===== config.mk =====
export PLATFORM = sky130hd
export DESIGN_NAME = pipe_hazard
export DESIGN_NICKNAME = d
export VERILOG_FILES = /design/src/rtl/pipe_pkg.sv /design/src/rtl/pipe_entry.sv /design/src/rtl/pipe_hazard.sv
export SDC_FILE = /design/constraint.sdc
export NUM_CORES = 1
export LEC_CHECK = 0
export CORE_MARGIN = 1
export CORE_UTILIZATION = 51
export DETAILED_ROUTE_END_ITERATION = 6
export PLACE_DENSITY_LB_ADDON = 0.25
export SLEW_MARGIN = 40
export SYNTH_ARGS = -nofsm -noshare
export SYNTH_HDL_FRONTEND = slang
export SYNTH_SLANG_ARGS = --single-unit

===== constraint.sdc =====
create_clock -name clk -period 4.9 [get_ports clk]
set_input_delay 0.735 -clock clk [delete_from_list [all_inputs] [get_ports clk]]
set_output_delay 0.735 -clock clk [all_outputs]
set_load 0.1 [all_outputs]

===== src/rtl/pipe_pkg.sv =====
// Shared constants for the pipeline-control / hazard block.
package pipe_pkg;

    // Forward select value meaning "take the operand from the register file"
    localparam int FWD_RF      = 0;

    // Default geometry of the post-decode pipe
    localparam int STAGES_DEF  = 3;
    localparam int CTRLW_DEF   = 16;
    localparam int REGS_DEF    = 16;

    // Width of the saturating stall counter
    localparam int STALL_CNT_W = 16;

endpackage


===== src/rtl/pipe_entry.sv =====
// One post-decode stage register: takes the upstream entry or a bubble (all zeros).
module pipe_entry
    import pipe_pkg::*;
#(
    parameter int W = 8
) (
    input  logic         clk,
    input  logic         reset,
    input  logic         take,
    input  logic [W-1:0] din,
    output logic [W-1:0] dout
);

    // Capture the upstream entry, or insert a bubble; reset clears the whole entry
    always_ff @(posedge clk or negedge reset) begin
        if (!reset) begin
            dout <= '0;
        end else begin
            dout <= take ? din : '0;
        end
    end

endmodule


===== src/rtl/pipe_hazard.sv =====
// Generic post-decode control chain with load-use stall, branch flush,
// operand-forward selection and a saturating stall counter.
module pipe_hazard
    import pipe_pkg::*;
#(
    parameter int STAGES = STAGES_DEF,
    parameter int REGS   = REGS_DEF,
    parameter int CTRLW  = CTRLW_DEF,
    parameter int RAW    = $clog2(REGS),
    parameter int FWW    = $clog2(STAGES)
) (
    input  logic                      clk,
    input  logic                      reset,
    input  logic                      d_valid,
    input  logic [CTRLW-1:0]          d_ctrl,
    input  logic [RAW-1:0]            d_rd,
    input  logic                      d_we,
    input  logic                      d_load,
    input  logic [RAW-1:0]            d_ra1,
    input  logic [RAW-1:0]            d_ra2,
    input  logic                      d_use1,
    input  logic                      d_use2,
    input  logic                      branch_taken,
    output logic                      stall_d,
    output logic                      flush_d,
    output logic [FWW-1:0]            fwd_a,
    output logic [FWW-1:0]            fwd_b,
    output logic [STAGES-1:0]         stage_valid,
    output logic [STAGES*CTRLW-1:0]   stage_ctrl,
    output logic [STALL_CNT_W-1:0]    stall_cnt
);

    // Entry layout, MSB to LSB: valid, ctrl, rd, we, load, ra1, ra2, use1, use2
    localparam int LOW_W = 2*RAW + 3;
    localparam int ENTW  = CTRLW + RAW + 2 + LOW_W;

    logic [ENTW-1:0]  entD [STAGES];
    logic [ENTW-1:0]  entQ [STAGES];

    logic [STAGES-1:0] stValid;
    logic [STAGES-1:0] stWe;
    logic [CTRLW-1:0]  stCtrl [STAGES];
    logic [RAW-1:0]    stRd   [STAGES];

    logic              headLoad;
    logic [RAW-1:0]    headRa1;
    logic [RAW-1:0]    headRa2;
    logic              headUse1;
    logic              headUse2;

    logic              headHazard;
    logic              accept;
    logic [STALL_CNT_W-1:0] stallCnt;
    logic              unusedTail;

    function automatic logic [STALL_CNT_W-1:0] satInc(input logic [STALL_CNT_W-1:0] v);
        return (&v) ? v : v + STALL_CNT_W'(1);
    endfunction

    assign entD[0] = {d_valid, d_ctrl, d_rd, d_we, d_load, d_ra1, d_ra2, d_use1, d_use2};

    for (genvar gi = 0; gi < STAGES; gi++) begin : gStage
        if (gi > 0) begin : gChain
            assign entD[gi] = entQ[gi-1];
        end

        pipe_entry #(.W(ENTW)) uEntry (
            .clk   (clk),
            .reset (reset),
            .take  ((gi == 0) ? accept : 1'b1),
            .din   (entD[gi]),
            .dout  (entQ[gi])
        );

        assign {stValid[gi], stCtrl[gi], stRd[gi], stWe[gi]} = entQ[gi][ENTW-1:LOW_W];
        assign stage_ctrl[gi*CTRLW +: CTRLW] = stCtrl[gi];
    end

    // Source-operand fields are only needed for the stage-0 instruction
    assign {headLoad, headRa1, headRa2, headUse1, headUse2} = entQ[0][LOW_W-1:0];
    assign unusedTail = ^entQ[STAGES-1][LOW_W-1:0];

    assign stage_valid = stValid;

    // Load in stage 0 whose result the decode instruction needs next cycle
    assign headHazard = stValid[0] & stWe[0] & headLoad &
                        (((stRd[0] == d_ra1) & d_use1) | ((stRd[0] == d_ra2) & d_use2));

    // A taken branch discards decode, which also cancels any stall it would have caused
    assign flush_d = branch_taken & stValid[0];
    assign stall_d = d_valid & headHazard & ~flush_d;
    assign accept  = d_valid & ~stall_d & ~flush_d;

    // Youngest matching producer wins: scan oldest to youngest, last hit overrides
    always_comb begin
        fwd_a = FWW'(FWD_RF);
        fwd_b = FWW'(FWD_RF);
        for (int k = STAGES-1; k >= 1; k--) begin
            if (stValid[k] && stWe[k] && stValid[0] && headUse1 && (stRd[k] == headRa1)) begin
                fwd_a = FWW'(k);
            end
            if (stValid[k] && stWe[k] && stValid[0] && headUse2 && (stRd[k] == headRa2)) begin
                fwd_b = FWW'(k);
            end
        end
    end

    // Saturating count of cycles in which decode is held
    always_ff @(posedge clk or negedge reset) begin
        if (!reset) begin
            stallCnt <= '0;
        end else if (stall_d) begin
            stallCnt <= satInc(stallCnt);
        end
    end

    assign stall_cnt = stallCnt;

endmodule

==> out/qor_table.md, run 1 <==
| Stage | Item | Reported |
|---|---|---|
| clock tree | Root buf cell | sky130_fd_sc_hd__clkbuf_8 |
| floorplanning | Row count | 30 |
| logic synthesis | Synth Cell Area | 3710 um^2 |
| timing | Fin crit share | 65.5% |
| clock tree | # hold bufs at CTS | 0 |
| worst setup path | CP Data Required Time | 4.16 ns |
| timing | Slew at the pin with the worst max-slew slack | 0.714 ns |
| logic synthesis | Seq cells post-synth | 93 |
| grt | Maximum number of pins on one net before global-route repair | 50 |
| grt | Antenna violations before repair | 0 |
| floorplanning | Area inside the core boundary | 6910 um^2 |
| worst setup path | Type of the worst setup path | in2out |
| detailed routing | Highest Signal Layer | met4 |
| floorplanning | Total Die Area | 7630 um^2 |
| clock tree | Clock-pin slew on the worst setup and hold paths | 0.09 ns |
| detailed routing | Initial drt markers | 84 |
| logic synthesis | Distinct cells, synth | 29 |
| detailed routing | Final wirelength | 6300 um |
| finish | Total of fill cells in the finished design | 581 |
| grt | Vias in the first global route | 2016 |
| placement | Cell total after placement | 445 |
| worst setup path | List of cells traversed by the critical path | clkdlybuf4s50_1, nand4_1, or2_1, nor4_2, or2_2, buf_4 |
| timing | Final-report max-slew violation count | 0 |
| worst setup path | Worst-path cell with the longest stage delay | sky130_fd_sc_hd__clkdlybuf4s50_1 |
| floorplanning | Die X | 87.3 um |
| detailed routing | Routed length per placed instance | 13.7 um |
| finish | Total area of multi-input combinational cells | 995 um^2 |
| power | Maximum ir drop on the vdd rail | 0.173 mV |
| logic synthesis | Leading post-synthesis cells by cell area | sky130_fd_sc_hd__dfrtp_1, sky130_fd_sc_hd__buf_4, sky130_fd_sc_hd__and2_1 |
| finish | Layout overhead on the synthesized area | 17.7% |
| run status | Outcome | finished, final reports clean |
| logic synthesis | Dominant cell by count in the synthesized netlist | sky130_fd_sc_hd__dfrtp_1 |
| timing | Number of endpoints failing setup at the final stage | 0 |
| worst setup path | Max incr delay on CP | 0.49 ns |
| worst setup path | Critical path capture point type | output port |
| clock tree | Largest buffer count on any clock path | 2 |
| timing | Worst rel slew slack | 51.8% |
| finish | Reg area | 2330 um^2 |
| logic synthesis | Synthesized net count | 330 |
| clock tree | Num CTS Buffers | 9 |
| timing | Sum of negative setup slack | 0 ns |
| power | Static power due to leakage | 2.25 nW |
| logic synthesis | Area share of the largest cell type after synthesis | 62.7% |
| clock tree | Number of gates given a new drive strength after cts | 0 |
| worst setup path | Critical Path Source Type | primary input |
| detailed routing | Drc violations | 0 |
| timing | Post-Route Skew | 0.00888 ns |
| timing | Unrepaired setup endpoints after global routing | no |
| detailed routing | Routed via count divided by cell count | 4.70 |
| logic synthesis | Synth async-reset ratio | 100% |
| flow run | Max-cap violation count | 0 |
| logic synthesis | Number of enable flip-flop cells after synthesis | 0 |
| clock tree | Clock tree from TritonCTS | yes |
| detailed routing | Met3 wire len | 266 um |
| logic synthesis | Yosys warning count | 0 |
| grt | Global-route wire length before repair | 9740 um |
| finish | Final-stage net count | 397 |
| finish | Ratio of cells with drive above 1 in the final layout | 27.5% |
| timing | Fin. Hold Viols | 0 |
| floorplanning | Number of top-level pins | 109 |
| finish | Non-filler instance count after layout | 460 |
| clock tree | Latest clock arrival within the worst-skew pair | 0.35 ns |
| floorplanning | Vertical die dimension | 87.3 um |
| logic synthesis | Commonest cells in the netlist | sky130_fd_sc_hd__dfrtp_1, sky130_fd_sc_hd__buf_4, sky130_fd_sc_hd__and2_1 |
| grt | Combined global-route utilization of all metal layers | 17.2% |
| clock tree | Number of buffers inserted by post-CTS setup repair | 0 |
| detailed routing | Total iterations of the first detailed-routing run | 4 |
| timing | Fmax | 311 MHz |
| logic synthesis | Sequential fraction of the synthesis area | 62.7% |
| placement | Port Buffer Count | 108 |
| power | Pwr Density | 369 nW/um^2 |
| placement | Sum of net half-perimeters after detailed placement | 4660 um |
| logic synthesis | Library cell occupying the most area in the post-synthesis netlist | sky130_fd_sc_hd__dfrtp_1 |
| logic synthesis | Main flop type after synthesis | sky130_fd_sc_hd__dfrtp_1 |
| worst hold path | HP Class | in2async |
| worst setup path | CP max FO | 4 |
| grt | GR Overflow Total | 0 |
| placement | Placer's final routability congestion estimate | 0.806 |
| worst setup path | Data arrival time of the worst path | 2.48 ns |
| finish | Number of inserted diodes | 0 |
| floorplanning | Initial core utilization | 53.8% |
| logic synthesis | Instance count of the mapped netlist | 293 |
| detailed routing | Via count | 2161 |
| clock tree | CTS Sinks | 93 |
| detailed routing | Routed met1 length | 2900 um |
| detailed routing | DRT antenna net count | 0 |
| clock tree | Number of levels in the clock H-tree | 3 |
| detailed routing | Met2 wire len | 3040 um |
| timing | Shortest period the worst path allows | 3.21 ns |
| logic synthesis | Post-synthesis area per instance | 12.7 um^2 |
report_power, final:
part	total, mW	switching (mW)	internal [mW]	leakage (nW)
registers	0.821	0.0199	0.801	1.23
logic	0.289	0.228	0.0615	0.920
clock network	0.501	0.252	0.249	0.0987
final timing paths:
kind	startpoint	end	slack, ns	cells past startpoint
worst max-delay path	d_valid	stall_d	1.69	6
worst min-delay path	reset	gStage[0].uEntry.dout[22]$_DFF_PN0_	0.37	1
worst max register to register	gStage[0].uEntry.dout[32]$_DFF_PN0_	gStage[0].uEntry.dout[1]$_DFF_PN0_	2.71	7
worst min register to register	gStage[0].uEntry.dout[23]$_DFF_PN0_	gStage[1].uEntry.dout[23]$_DFF_PN0_	0.37	0
max in group asynchronous	reset	gStage[2].uEntry.dout[32]$_DFF_PN0_	3.51	2
min in group clk	gStage[0].uEntry.dout[23]$_DFF_PN0_	gStage[1].uEntry.dout[23]$_DFF_PN0_	0.37	0
area by class of cell:
class | count | share of cell area, %
clock buffers | 10 | 3.15
clock inverters | 5 | 1.37
well taps | 96 | 2.75
multi-input cells | 146 | 22.8
repair buffers | 110 | 16.7
flip-flops and latches | 93 | 53.2
critical path: cells and delay by family:
kind,cells,cell delay [ns]
simple gates,4,0.95
buf+inv,2,0.78
through the flow:
step                setup WS, ns  utilization, %  hold slack (ns)  total power [mW]  cell area, um^2
finish                      1.69            63.3            0.367              1.61             4370
global route                1.59            63.3            0.380              1.67             4370
CTS                         1.68            63.3            0.377              1.63             4370
detailed placement          1.68            60.4            0.358              1.13             4170
global placement            1.63            65.5            0.356              1.15             4530
floorplan                   1.64               -            0.354              1.08             3710
sequential cells by signal, indices dropped and copies added, names as in the netlist:
register / flops
gStage.uEntry.dout: 77
stall_cnt: 16
metal layers:
layer / GRT usage [%] / vias to the layer above
li1: - / 1038
met1: 23.3 / 1038
met2: 26.8 / 75
met3: 3.70 / 10
met4: 7.60 / 0
met5: 0 / -
layout by cell type (no fill, tap or decap), types with 2 or more instances in the layout:
cell type / n
sky130_fd_sc_hd__and2_1: 33
sky130_fd_sc_hd__and3_1: 3
sky130_fd_sc_hd__buf_2: 72
sky130_fd_sc_hd__buf_4: 4
sky130_fd_sc_hd__clkbuf_8: 10
sky130_fd_sc_hd__clkdlybuf4s50_1: 34
sky130_fd_sc_hd__dfrtp_1: 93
sky130_fd_sc_hd__mux2_1: 2
sky130_fd_sc_hd__nand2_1: 12
sky130_fd_sc_hd__nand2b_1: 7
sky130_fd_sc_hd__nand3_1: 15
sky130_fd_sc_hd__nand4_1: 7
sky130_fd_sc_hd__nor2_1: 10
sky130_fd_sc_hd__nor3_1: 3
sky130_fd_sc_hd__nor3_2: 2
sky130_fd_sc_hd__nor4_1: 4
sky130_fd_sc_hd__nor4_2: 2
sky130_fd_sc_hd__xnor2_1: 15
sky130_fd_sc_hd__xor2_1: 19
kinds of logic (layout without fill, tap and decap cells):
family          after synthesis  count (layout)  synth area share, %
buf+inv                      54             125                 10.7
flops                        93              93                 62.7
xor+xnor                     34              34                 8.02
compound gates                4               4                0.876
simple gates                104             104                 16.4
mux                           3               3                 1.01
fa+ha+maj                     1               1                0.337
Note: power is estimated with default switching activity, not from simulation.
==> run 2: changes to the inputs <==
--- a/config.mk
+++ b/config.mk
@@ -6,7 +6,7 @@
 export NUM_CORES = 1
 export LEC_CHECK = 0
 export CORE_MARGIN = 1
-export CORE_UTILIZATION = 51
+export CORE_UTILIZATION = 47
 export DETAILED_ROUTE_END_ITERATION = 6
 export PLACE_DENSITY_LB_ADDON = 0.25
 export SLEW_MARGIN = 40
==> constraint.sdc (replaced) <==
create_clock -name clk -period 3.1 [get_ports clk]
set_input_delay 0.465 -clock clk [delete_from_list [all_inputs] [get_ports clk]]
set_output_delay 0.465 -clock clk [all_outputs]
set_load 0.1 [all_outputs]
==> run 2 against run 1 <==
  * Clock-buffer cell count is the same
  * Clock skew rose by 0.0014 ns
  * Combinational power is 67% higher
  * Critical endpoint unchanged
  * Largest cell class unchanged
  * Largest power group unchanged
  * Highest routed layer unchanged
==> out/qor_table.md, run 2 (synthesis results as in run 1) <==
| Stage | Item | Reported | Delta |
|---|---|---|---|
| run status | Outcome | finished, final reports clean | unchanged |
| finish | Most used cells in the layout excluding fill and tap cells | sky130_fd_sc_hd__dfrtp_1, sky130_fd_sc_hd__buf_4, sky130_fd_sc_hd__clkdlybuf4s50_1, sky130_fd_sc_hd__and2_1, sky130_fd_sc_hd__xor2_1 | was sky130_fd_sc_hd__dfrtp_1, sky130_fd_sc_hd__buf_2, sky130_fd_sc_hd__clkdlybuf4s50_1, sky130_fd_sc_hd__and2_1, sky130_fd_sc_hd__xor2_1 |
| detailed routing | Routed via count divided by cell count | 4.67 | was 4.70 |
| timing | Fin. Hold Viols | 0 | unchanged |
| detailed routing | Drc violations | 0 | unchanged |
| grt | Combined global-route utilization of all metal layers | 16.2% | was 17.2% |
| placement | Sum of net half-perimeters after detailed placement | 4530 um | was 4660 um |
| floorplanning | Area inside the core boundary | 7690 um^2 | was 6910 um^2 |
| finish | Layout overhead on the synthesized area | 23.9% | was 17.7% |
| grt | Antenna violations before repair | 0 | unchanged |
| detailed routing | Final wirelength | 6270 um | was 6300 um |
| timing | PnR worst setup slack | 0.565 ns | was 1.69 ns |
| placement | Cell Area, Placed | 4380 um^2 | was 4170 um^2 |
| power | Static power due to leakage | 2.28 nW | was 2.25 nW |
| grt | Vias in the first global route | 2140 | was 2016 |
| floorplanning | Number of top-level pins | 109 | unchanged |
| finish | Layout Utilization | 59.9% | was 63.3% |
| timing | Worst rel slew slack | 50.4% | was 51.8% |
| timing | Fin Hold WS | 0.0539 ns | was 0.367 ns |
| finish | Commonest non-fill, non-tap cell in the layout | sky130_fd_sc_hd__dfrtp_1 | unchanged |
| detailed routing | Total iterations of the first detailed-routing run | 4 | unchanged |
| grt | Maximum number of pins on one net before global-route repair | 38 | was 50 |
| detailed routing | Routed length per placed instance | 13.4 um | was 13.7 um |
| placement | Setup WS pre-CTS | 0.575 ns | was 1.68 ns |
| floorplanning | Die X | 90.9 um | was 87.3 um |
| clock tree | Latest clock arrival within the worst-skew pair | 0.34 ns | was 0.35 ns |
| timing | Post-Route Skew | 0.0102 ns | was 0.00888 ns |
| floorplanning | Vertical die dimension | 90.9 um | was 87.3 um |
| clock tree | CTS Sinks | 93 | unchanged |
| finish | Flip-flop count of the largest register, all copies and words added | 77 | unchanged |
| clock tree | Num CTS Buffers | 9 | unchanged |
| clock tree | # hold bufs at CTS | 0 | unchanged |
| worst setup path | CP max FO | 4 | unchanged |
| detailed routing | Initial drt markers | 59 | was 84 |
| power | Pwr Density | 580 nW/um^2 | was 369 nW/um^2 |
| clock tree | Number of levels in the clock H-tree | 3 | unchanged |
| grt | Global-route wire length before repair | 10300 um | was 9740 um |
| power | Power, Total | 2.67 mW | was 1.61 mW |
| placement | Placer's final routability congestion estimate | 0.797 | was 0.806 |
| clock tree | Largest buffer count on any clock path | 2 | unchanged |
| timing | Number of endpoints failing setup at the final stage | 0 | unchanged |
| worst hold path | HP Class | in2async | unchanged |
| timing | Fin crit share | 81.8% |  |
| timing | Shortest period the worst path allows | 2.53 ns |  |
| clock tree | Clock-pin slew on the worst setup and hold paths | 0.09 ns | about the same |
| finish | Ratio of cells with drive above 1 in the final layout | 27.6% | was 27.5% |
| grt | GR Overflow Total | 0 | unchanged |
| detailed routing | Via count | 2185 | was 2161 |
| timing | Final-report max-slew violation count | 0 | unchanged |
| floorplanning | Total Die Area | 8260 um^2 | was 7630 um^2 |
| timing | Sum of negative setup slack | 0 ns | unchanged |
| power | Maximum ir drop on the vdd rail | 0.247 mV | was 0.173 mV |
| timing | Slew at the pin with the worst max-slew slack | 0.734 ns | was 0.714 ns |
| finish | Number of inserted diodes | 0 | unchanged |
| worst setup path | Type of the worst setup path | in2out | unchanged |
| finish | Non-filler instance count after layout | 468 | was 460 |
| clock tree | Clock tree from TritonCTS | yes | unchanged |
| finish | Final Instance Area | 4600 um^2 | was 4370 um^2 |
| floorplanning | Initial core utilization | 48.3% | was 53.8% |
| floorplanning | Row count | 32 | was 30 |
| flow run | Max-cap violation count | 0 | unchanged |
| timing | Fmax | 395 MHz |  |
| clock tree | Root buf cell | sky130_fd_sc_hd__clkbuf_8 | unchanged |
| finish | Final-stage net count | 398 | was 397 |
| clock tree | Number of buffers inserted by post-CTS setup repair | 0 | unchanged |
| timing | Unrepaired setup endpoints after global routing | no | unchanged |
| worst setup path | Critical Path Source Type | primary input | unchanged |
| finish | Register with the highest flop count | gStage.uEntry.dout | unchanged |
| worst setup path | Critical path capture point type | output port | unchanged |
| worst setup path | CP Data Required Time | 2.63 ns | was 4.16 ns |
| detailed routing | DRT antenna net count | 0 | unchanged |
| placement | Cell total after placement | 452 | was 445 |
| placement | Port Buffer Count | 108 | unchanged |
| worst setup path | Data arrival time of the worst path | 2.07 ns | was 2.48 ns |
| clock tree | Number of gates given a new drive strength after cts | 0 | unchanged |
==> run 2: area by class of cell <==
class	count	area, um^2
well taps	102	128
fillers	637	3090
clock buffers	10	128
repair buffers	111	931
clock inverters	6	93.8
flip-flops and latches	93	2330
multi-input cells	146	995
==> run 2: worst paths after layout <==
kind                                                startpoint                                  end  slack (ns)  depth (start not counted)
max                                                    d_valid                              stall_d        0.57                          6
min                                                      reset  gStage[0].uEntry.dout[22]$_DFF_PN0_        0.05                          1
max reg2reg                gStage[0].uEntry.dout[32]$_DFF_PN0_  gStage[0].uEntry.dout[18]$_DFF_PN0_        1.11                          7
min reg2reg                gStage[1].uEntry.dout[11]$_DFF_PN0_  gStage[2].uEntry.dout[11]$_DFF_PN0_        0.38                          0
max in group asynchronous                                reset            stall_cnt[14]$_DFFE_PN0P_        2.30                          2
min in group clk           gStage[1].uEntry.dout[11]$_DFF_PN0_  gStage[2].uEntry.dout[11]$_DFF_PN0_        0.38                          0
==> run 2: critical path, stage by stage <==
cell	delay [ns]
sky130_fd_sc_hd__clkdlybuf4s50_1	0.48
sky130_fd_sc_hd__nand4_1	0.09
sky130_fd_sc_hd__or2_1	0.27
sky130_fd_sc_hd__nor4_2	0.35
sky130_fd_sc_hd__or2_2	0.23
sky130_fd_sc_hd__buf_12	0.18
==> run 2: power breakdown <==
group	total (mW)	switching (mW)	internal [mW]
Sequential	1.30	0.0332	1.27
Combinational	0.482	0.361	0.121
Clock	0.889	0.425	0.464
Total	2.67	0.819	1.85
==> run 2: routing by layer <==
layer | vias up | global-route usage, % | share of wire, % | wire (um)
met4 | 0 | 7.54 | 0.97 | 61
li1 | 1050 | - | - | -
met3 | 6 | 3.62 | 5.0 | 311
met5 | - | 0 | 0 | 0
met1 | 1060 | 21.1 | 44 | 2760
met2 | 69 | 26.0 | 50 | 3140
